--- src/rtl/fetch_controller_if.sv ---
// Fetch-side bus: instruction memory address/data, ID back-pressure, EX redirect,
// and the IF/ID pipeline register contents presented to decode.
interface fetch_controller_if;
  logic [15:0] imem_addr;
  logic [15:0] imem_instr;
  logic        stall;
  logic        redirect_valid;
  logic [15:0] redirect_pc;
  logic        if_valid;
  logic [15:0] if_instr;
  logic [15:0] if_pc;
  logic        halted;

  modport master (
    output imem_addr, if_valid, if_instr, if_pc, halted,
    input  imem_instr, stall, redirect_valid, redirect_pc
  );

  modport slave (
    input  imem_addr, if_valid, if_instr, if_pc, halted,
    output imem_instr, stall, redirect_valid, redirect_pc
  );
endinterface

--- src/rtl/fetch_controller.sv ---
// Instruction-fetch sequencer: owns the PC, the IF/ID register and a one-entry skid
// buffer that catches the in-flight memory word while decode is stalled.
module fetch_controller #(
  parameter logic [15:0] RESET_PC = 16'h0000,
  parameter logic [3:0]  HALT_OP  = 4'hF
) (
  input  logic               clk,
  input  logic               rst,
  fetch_controller_if.master bus
);

  typedef enum logic [0:0] {
    ST_RUN    = 1'b0,
    ST_HALTED = 1'b1
  } state_t;

  state_t      state_r, state_s;
  logic [15:0] addr_r, addr_s;
  logic        inflight_v_r, inflight_v_s;
  logic [15:0] inflight_pc_r, inflight_pc_s;
  logic        skid_v_r, skid_v_s;
  logic [15:0] skid_instr_r, skid_instr_s;
  logic        if_valid_r, if_valid_s;
  logic [15:0] if_instr_r, if_instr_s;
  logic [15:0] if_pc_r, if_pc_s;
  logic        halted_r, halted_s;
  logic [15:0] data_s;

  // Next-state logic: redirect beats stall beats advance.
  always_comb begin
    state_s       = state_r;
    addr_s        = addr_r;
    inflight_v_s  = inflight_v_r;
    inflight_pc_s = inflight_pc_r;
    skid_v_s      = skid_v_r;
    skid_instr_s  = skid_instr_r;
    if_valid_s    = if_valid_r;
    if_instr_s    = if_instr_r;
    if_pc_s       = if_pc_r;
    data_s        = skid_v_r ? skid_instr_r : bus.imem_instr;

    if (bus.redirect_valid) begin
      addr_s       = {bus.redirect_pc[15:1], 1'b0};
      inflight_v_s = 1'b0;
      skid_v_s     = 1'b0;
      if_valid_s   = 1'b0;
      state_s      = ST_RUN;
    end else if (bus.stall) begin
      // Memory keeps reading the held address, so the in-flight word must be caught once.
      if (inflight_v_r && !skid_v_r) begin
        skid_instr_s = bus.imem_instr;
        skid_v_s     = 1'b1;
      end else begin
        skid_v_s = skid_v_r;
      end
    end else begin
      case (state_r)
        ST_RUN: begin
          if_valid_s = inflight_v_r;
          if_instr_s = data_s;
          if_pc_s    = inflight_pc_r;
          skid_v_s   = 1'b0;
          if (inflight_v_r && (data_s[15:12] == HALT_OP)) begin
            state_s      = ST_HALTED;
            inflight_v_s = 1'b0;
          end else begin
            inflight_v_s  = 1'b1;
            inflight_pc_s = addr_r;
            addr_s        = addr_r + 16'd2;
          end
        end
        ST_HALTED: begin
          if_valid_s = 1'b0;
        end
        default: begin
          state_s    = ST_RUN;
          if_valid_s = 1'b0;
        end
      endcase
    end

    halted_s = (state_s == ST_HALTED);
  end

  // FSM state register.
  always_ff @(posedge clk) begin
    if (rst) begin
      state_r <= ST_RUN;
    end else begin
      state_r <= state_s;
    end
  end

  // Datapath and output registers.
  always_ff @(posedge clk) begin
    if (rst) begin
      addr_r        <= RESET_PC;
      inflight_v_r  <= 1'b0;
      inflight_pc_r <= 16'h0000;
      skid_v_r      <= 1'b0;
      skid_instr_r  <= 16'h0000;
      if_valid_r    <= 1'b0;
      if_instr_r    <= 16'h0000;
      if_pc_r       <= 16'h0000;
      halted_r      <= 1'b0;
    end else begin
      addr_r        <= addr_s;
      inflight_v_r  <= inflight_v_s;
      inflight_pc_r <= inflight_pc_s;
      skid_v_r      <= skid_v_s;
      skid_instr_r  <= skid_instr_s;
      if_valid_r    <= if_valid_s;
      if_instr_r    <= if_instr_s;
      if_pc_r       <= if_pc_s;
      halted_r      <= halted_s;
    end
  end

  assign bus.imem_addr = addr_r;
  assign bus.if_valid  = if_valid_r;
  assign bus.if_instr  = if_instr_r;
  assign bus.if_pc     = if_pc_r;
  assign bus.halted    = halted_r;

endmodule

--- src/flat_wrapper.sv ---
// flat-port wrapper written by rule: the top's interface ports become plain ports
module fetch_controller_flat 
#(
  parameter logic [15:0] RESET_PC = 16'h0000,
  parameter logic [3:0]  HALT_OP  = 4'hF
)
  (clk, rst, bus_imem_addr, bus_if_valid, bus_if_instr, bus_if_pc, bus_halted, bus_imem_instr, bus_stall, bus_redirect_valid, bus_redirect_pc);
  fetch_controller_if bus_i ();
  input  logic clk;
  input  logic rst;
  output wire logic [$bits(bus_i.imem_addr)-1:0] bus_imem_addr;
  output wire logic [$bits(bus_i.if_valid)-1:0] bus_if_valid;
  output wire logic [$bits(bus_i.if_instr)-1:0] bus_if_instr;
  output wire logic [$bits(bus_i.if_pc)-1:0] bus_if_pc;
  output wire logic [$bits(bus_i.halted)-1:0] bus_halted;
  input wire logic [$bits(bus_i.imem_instr)-1:0] bus_imem_instr;
  input wire logic [$bits(bus_i.stall)-1:0] bus_stall;
  input wire logic [$bits(bus_i.redirect_valid)-1:0] bus_redirect_valid;
  input wire logic [$bits(bus_i.redirect_pc)-1:0] bus_redirect_pc;
  assign bus_imem_addr = bus_i.imem_addr;
  assign bus_if_valid = bus_i.if_valid;
  assign bus_if_instr = bus_i.if_instr;
  assign bus_if_pc = bus_i.if_pc;
  assign bus_halted = bus_i.halted;
  assign bus_i.imem_instr = bus_imem_instr;
  assign bus_i.stall = bus_stall;
  assign bus_i.redirect_valid = bus_redirect_valid;
  assign bus_i.redirect_pc = bus_redirect_pc;
  fetch_controller #(.RESET_PC(RESET_PC), .HALT_OP(HALT_OP)) u_core (.clk(clk), .rst(rst), .bus(bus_i));
endmodule
--- config.mk ---
export PLATFORM = sky130hd
export DESIGN_NAME = fetch_controller_flat
export DESIGN_NICKNAME = d
export VERILOG_FILES = /design/src/rtl/fetch_controller_if.sv /design/src/rtl/fetch_controller.sv /design/src/flat_wrapper.sv
export SDC_FILE = /design/constraint.sdc
export NUM_CORES = 1
export LEC_CHECK = 0
export CAP_MARGIN = 20
export CELL_PAD_IN_SITES_DETAIL_PLACEMENT = 1
export CELL_PAD_IN_SITES_GLOBAL_PLACEMENT = 1
export CORE_UTILIZATION = 32
export DETAILED_ROUTE_END_ITERATION = 8
export PLACE_DENSITY_LB_ADDON = 0.1
export SLEW_MARGIN = 20
export SYNTH_ARGS = -nofsm -noshare
export SYNTH_HDL_FRONTEND = slang
export SYNTH_SLANG_ARGS = --single-unit
--- constraint.sdc ---
create_clock -name clk -period 1.8 [get_ports clk]
set_input_delay 0.27 -clock clk [delete_from_list [all_inputs] [get_ports clk]]
set_output_delay 0.27 -clock clk [all_outputs]
set_load 0.005 [all_outputs]
# --- After elaboration in Yosys (flattened, before gate mapping) ---
# Cells that the tools add are included.
classes:
  n_addsub: 1
  reduce_logical: 11
  bitwise: 4
  eq_ne: 6
  mux: 12
op_table:
  columns: ["op", "count"]
  rows:
  - ["16-bit 2-to-1 mux", 5]
  - ["16-bit by 2-bit adder with 16-bit output, second input constant", 1]
  - ["3-bit AND reduction", 4]
  - ["1-bit 2-to-1 mux", 6]
  - ["2-bit inequality test, second input constant", 3]
  - ["4-bit equality test, second input constant", 1]
  - ["2-bit by 1-bit inequality test with 1-bit output, second input constant", 2]
  - ["1-bit inverter", 4]
  - ["2-bit AND reduction", 2]
  - ["4-bit AND reduction", 1]
  - ["1-bit logical AND", 2]
  - ["1-bit case mux with 2 select lines", 1]
  - ["2-bit OR reduction", 1]
  - ["1-bit logical NOT", 1]
word_totals:
  reg_bits: 84
  inputBits: 36
  wordCells: 44

# --- Logic depth before layout (Yosys ltp) ---
logic_depth:
  word_depth: 7
  mapped_depth: 6
  ltp_nobuf: 5

# --- Worst setup path before layout ---
# No wires, ideal clock.
synth_timing:
  kind: "reg-to-reg"
  startpoint: "register u_core.addr_r[1] (netlist: u_core.bus.imem_addr[1])"
  endpoint: "register u_core.addr_r[15] (netlist: u_core.bus.imem_addr[15])"
  t_arrival_ns: 1.678
  t_required_ns: 1.709
  period_less_slack_ns: 1.769
  path_slack_ns: 0.031
  path_stages_with_launch: 6
  n_path_buf: 0
  path_cell_list: "dfxtp_1 -> ha_1 -> and2_1 -> nand4_1 -> or4_1 -> a311oi_1"
synth_between:
  elab_chain_len: 5
synth_rtl:
  columns: ["item", "line_no", "rtl"]
  rows:
  - ["from (decl)", "fetch_controller.sv:18", "logic [15:0] addr_r, addr_s;"]
  - ["from (signal assigned)", "fetch_controller.sv:107", "addr_r <= addr_s;"]
  - ["16-bit by 2-bit adder with 16-bit output", "fetch_controller.sv:69", "addr_s = addr_r + 16'd2;"]
  - ["16-bit 2-to-1 mux", "fetch_controller.sv:63", "if (inflight_v_r && (data_s[15:12] == HALT_OP)) begin"]
  - ["16-bit 2-to-1 mux", "fetch_controller.sv:57", "case (state_r)"]
  - ["16-bit 2-to-1 mux", "fetch_controller.sv:48", "end else if (bus.stall) begin"]
  - ["16-bit 2-to-1 mux", "fetch_controller.sv:42", "if (bus.redirect_valid) begin"]
# Every way passes these cells. The select of a mux whose other input is x is not followed.
# A chain may end at the register's enable or synchronous reset.

# --- Final worst setup path ---
layout_timing:
  startpoint: "register u_core.skid_v_r"
  endpoint: "register u_core.addr_r[10] (netlist: u_core.bus.imem_addr[10])"
layout_between:
  elab_chain_len: 5
layout_rtl:
  columns: ["item", "line_no", "rtl"]
  rows:
  - ["from (decl)", "fetch_controller.sv:21", "logic skid_v_r, skid_v_s;"]
  - ["from (signal assigned)", "fetch_controller.sv:110", "skid_v_r <= skid_v_s;"]
  - ["16-bit 2-to-1 mux", "fetch_controller.sv:40", "data_s = skid_v_r ? skid_instr_r : bus.imem_instr;"]
  - ["4-bit equality test", "fetch_controller.sv:63", null]
  - ["1-bit logical AND", "fetch_controller.sv:63", null]
  - ["2-bit inequality test (no line)", null, null]
  - ["3-bit AND reduction (no line)", null, null]
# Every way passes these cells.

==> impl_metrics.yaml <==
run_status:
  status: "finished, final reports clean"
grt:
  use_met1: 0.218
  overflow: 0
  grtUsageTotal: 0.185
  grt_pass1_wl_um: 16500
  busiest_layer: "met2"
  grt_start_max_net_pins: 50
  antenna_found_initial: 0
  use_met3: 0.0356
  grt_use_met2: 0.333
  grt_pass1_vias: 3440
pwr:
  peakVddDrop_mv: 0.427
  pwr-share-comb: 0.124
  leakage_nw: 1.65
  switching_share: 0.232
  p_clk_frac: 0.419
  seqPwrFrac: 0.456
  p_int_mw: 3.21
  finalPower_mw: 4.18
  power_density_nw_per_um2: 841
  p_sw_mw: 0.969
critical_path:
  cp-start-kind: "register"
  crit_required_ns: 2.06
  critPathKind: "reg2reg"
  cpPeakStageDelay_ns: 0.52
  crit_path_max_fanout: 23
  critPathTopFamily: "simple AND/OR/NAND/NOR gates"
  critPathBufInv: 1
  worst_setup_path_end_kind: "register"
  crit_chain: "mux2i_4 > a211oi_4 > buf_12 > or4_1 > a311oi_2"
  critical_path_arrival_ns: 2.03
  slowest_stage: "or4_1"
placement:
  io_buffers: 82
  place_hpwl_um: 6800
  place_congestion: 0.769
  pre_cts_ws_ns: -0.285
synthesis:
  synth_top_family_by_area: "compound AO/OA/AOI/OAI gates"
  synth_fa_ha_area_frac: 0.00368
  netlist_instances: 406
  ys_top_cells_by_area: "dfxtp_1 (48%), nand2_1 (7.5%), a21oi_1 (6.9%)"
  synthTopCellsByCount: "dfxtp_1 (81), nand2_1 (68), a21oi_1 (47), nor2_1 (33), clkbuf_1 (26)"
  synth.avg_cell_area_sq_um: 8.38
  ys_warn_count: 0
  ys_seq_elements: 81
  synthMuxAreaShare: 0.0511
  synth_cell_type_count: 36
  ys_async_sr_fraction: 0
  ys_seq_area_frac: 0.476
  synth_compound_area_frac: 0.208
  synthFlopType: "dfxtp_1"
  syn_area_sq_um: 3400
  synth.most_common_cell: "dfxtp_1"
  synth-simple-area-share: 0.207
  synth_area_leader_cell: "dfxtp_1"
  synth_top_area_frac: 0.476
  synth_xor_area_frac: 0
  synth_edf_count: 0
floorplan:
  die_w_um: 105
  io_pins: 86
  rows: 37
  core_area_sq_um: 10300
  initial_core_util: 0.330
  die_h_um: 105
  die_area_sq_um: 11100
clocking:
  root_buffer: "clkbuf_8"
  ctsHoldBuffers: 0
  clkSinkCount: 81
  htreeDepth: 3
  cts_buffers: 9
  cts_tree: "yes"
  cts.clk_slew.worst_paths_ns: 0.09
  insertion_delay_ns: 0.35
  ctsLongestPathBuffers: 2
cells_and_area:
  diodes: 0
  postLayoutCoreUtil: 0.481
  drive_gt1_frac: 0.132
  areaGrowthSynthToFinish_pct: 45.9
  nNetsFinal: 541
  n_fill_cell: 1211
route:
  num_vias: 3305
  final_antenna_net_count: 0
  finalWirelength_um: 9700
  first_pass_iters: 4
  drc: 0
  via_per_inst: 5.13
  drtIter0Drc: 84
  wl_per_cell_um: 15.1
timing:
  skew_ns: 0.0118
  worst_slack_ns: 0.0333
  timing_hold_violations_final: 0
  maxSlewViolCount: 0
  finalCriticalPeriod_ns: 1.77
  setup_viol: 0
  rsz0062_at_grt: "true"
  fin_crit_sh: 0.981
  fmax_mhz: 566
run:
  drv_cap: 0
min_path:
  hold_path_class: "in2reg"
==> metrics by stage <==
| stage | hold slack, ns | setup TNS (ns) | std cells | area, sq um |
|---|---|---|---|---|
| 2_1_floorplan | 0.406 | 0 | 407 | 3410 |
| 3_3_place_gp | 0.442 | -10.21 | 628 | 4650 |
| 3_5_place_dp | 0.448 | -13.43 | 628 | 4650 |
| 4_1_cts | 0.283 | 0 | 643 | 4930 |
| 5_1_grt | 0.304 | -0.0883 | 644 | 4960 |
| 6_report | 0.300 | 0 | 644 | 4960 |
==> worst paths after layout <==
check                                                      startpoint                                    end  slack [ns]  cells after the start
worst max-delay path                     u_core.skid_v_r$_SDFFE_PP0P_  u_core.bus.imem_addr[10]$_SDFFE_PP0P_        0.03                      5
worst min-delay path                                              rst   u_core.bus.imem_addr[8]$_SDFFE_PP0P_        0.30                      2
worst max register to register           u_core.skid_v_r$_SDFFE_PP0P_  u_core.bus.imem_addr[10]$_SDFFE_PP0P_        0.03                      5
worst min register to register  u_core.inflight_pc_r[11]$_SDFFE_PP0P_      u_core.bus.if_pc[11]$_SDFFE_PP0P_        0.45                      2
==> metal layers <==
metal / up-vias / wire length [um]
met5: - / 0
met4: 0 / 135
met3: 10 / 369
met2: 64 / 4910
met1: 1582 / 4290
li1: 1649 / -
==> what timing repair did <==
action	CTS	global route
endpoints found under the setup margin	14	11
buffers inserted	0	1
gates resized for setup	3	5
pin swaps	0	6
==> cell type report <==
type	count	area (sq um)	share of cell area
repair buffers	122	1230	0.247
well taps	136	170	0.0343
clock inverters	6	140	0.0282
inverters	4	15.0	0.00302
clock buffers	9	124	0.0249
flip-flops and latches	81	1630	0.327
multi-input cells	286	1660	0.335
==> cell families (layout without fill, tap and decap cells) <==
| kind of cell | count (synthesis) | after routing |
|---|---|---|
| AO/OA/AOI/OAI | 113 | 113 |
| adder cells (fa/ha/maj) | 1 | 1 |
| buffers and inverters | 40 | 141 |
| flip-flops | 81 | 81 |
| multiplexers | 17 | 17 |
| other | 1 | 2 |
| AND/OR/NAND/NOR | 153 | 153 |
==> flip-flops by register name, summed over array words and instances (netlist names) <==
name / cells
u_core.bus.if_valid: 1
u_core.bus.imem_addr: 15
u_core.bus.if_pc: 15
u_core.skid_instr_r: 16
u_core.skid_v_r: 1
u_core.bus.halted: 1
u_core.inflight_pc_r: 15
u_core.bus.if_instr: 16
u_core.inflight_v_r: 1
==> placed cells by master (no fill, tap or decap), drive strengths merged, types with 5 or more instances in the layout <==
cell and count:
o21ai 22, nand3 20, buf 41, nand2 68, dfxtp 81, a21oi 47
or4 9, clkdlybuf4s50 81, a211oi 18, mux2i 17, nand4 6, nor2 34
clkbuf 9, or3 5, a311oi 14, o31ai 8
==> power by group through the flow <==
stage               registers (mW)  clock network, mW  logic, mW
finish                        1.91               1.75      0.519
global route                  1.92               1.89      0.569
CTS                           1.91               1.79      0.521
detailed placement            1.95                  0      0.516
global placement              1.95                  0      0.509
floorplan                     1.95                  0      0.193
No activity file was read; power rests on OpenSTA's default activity.
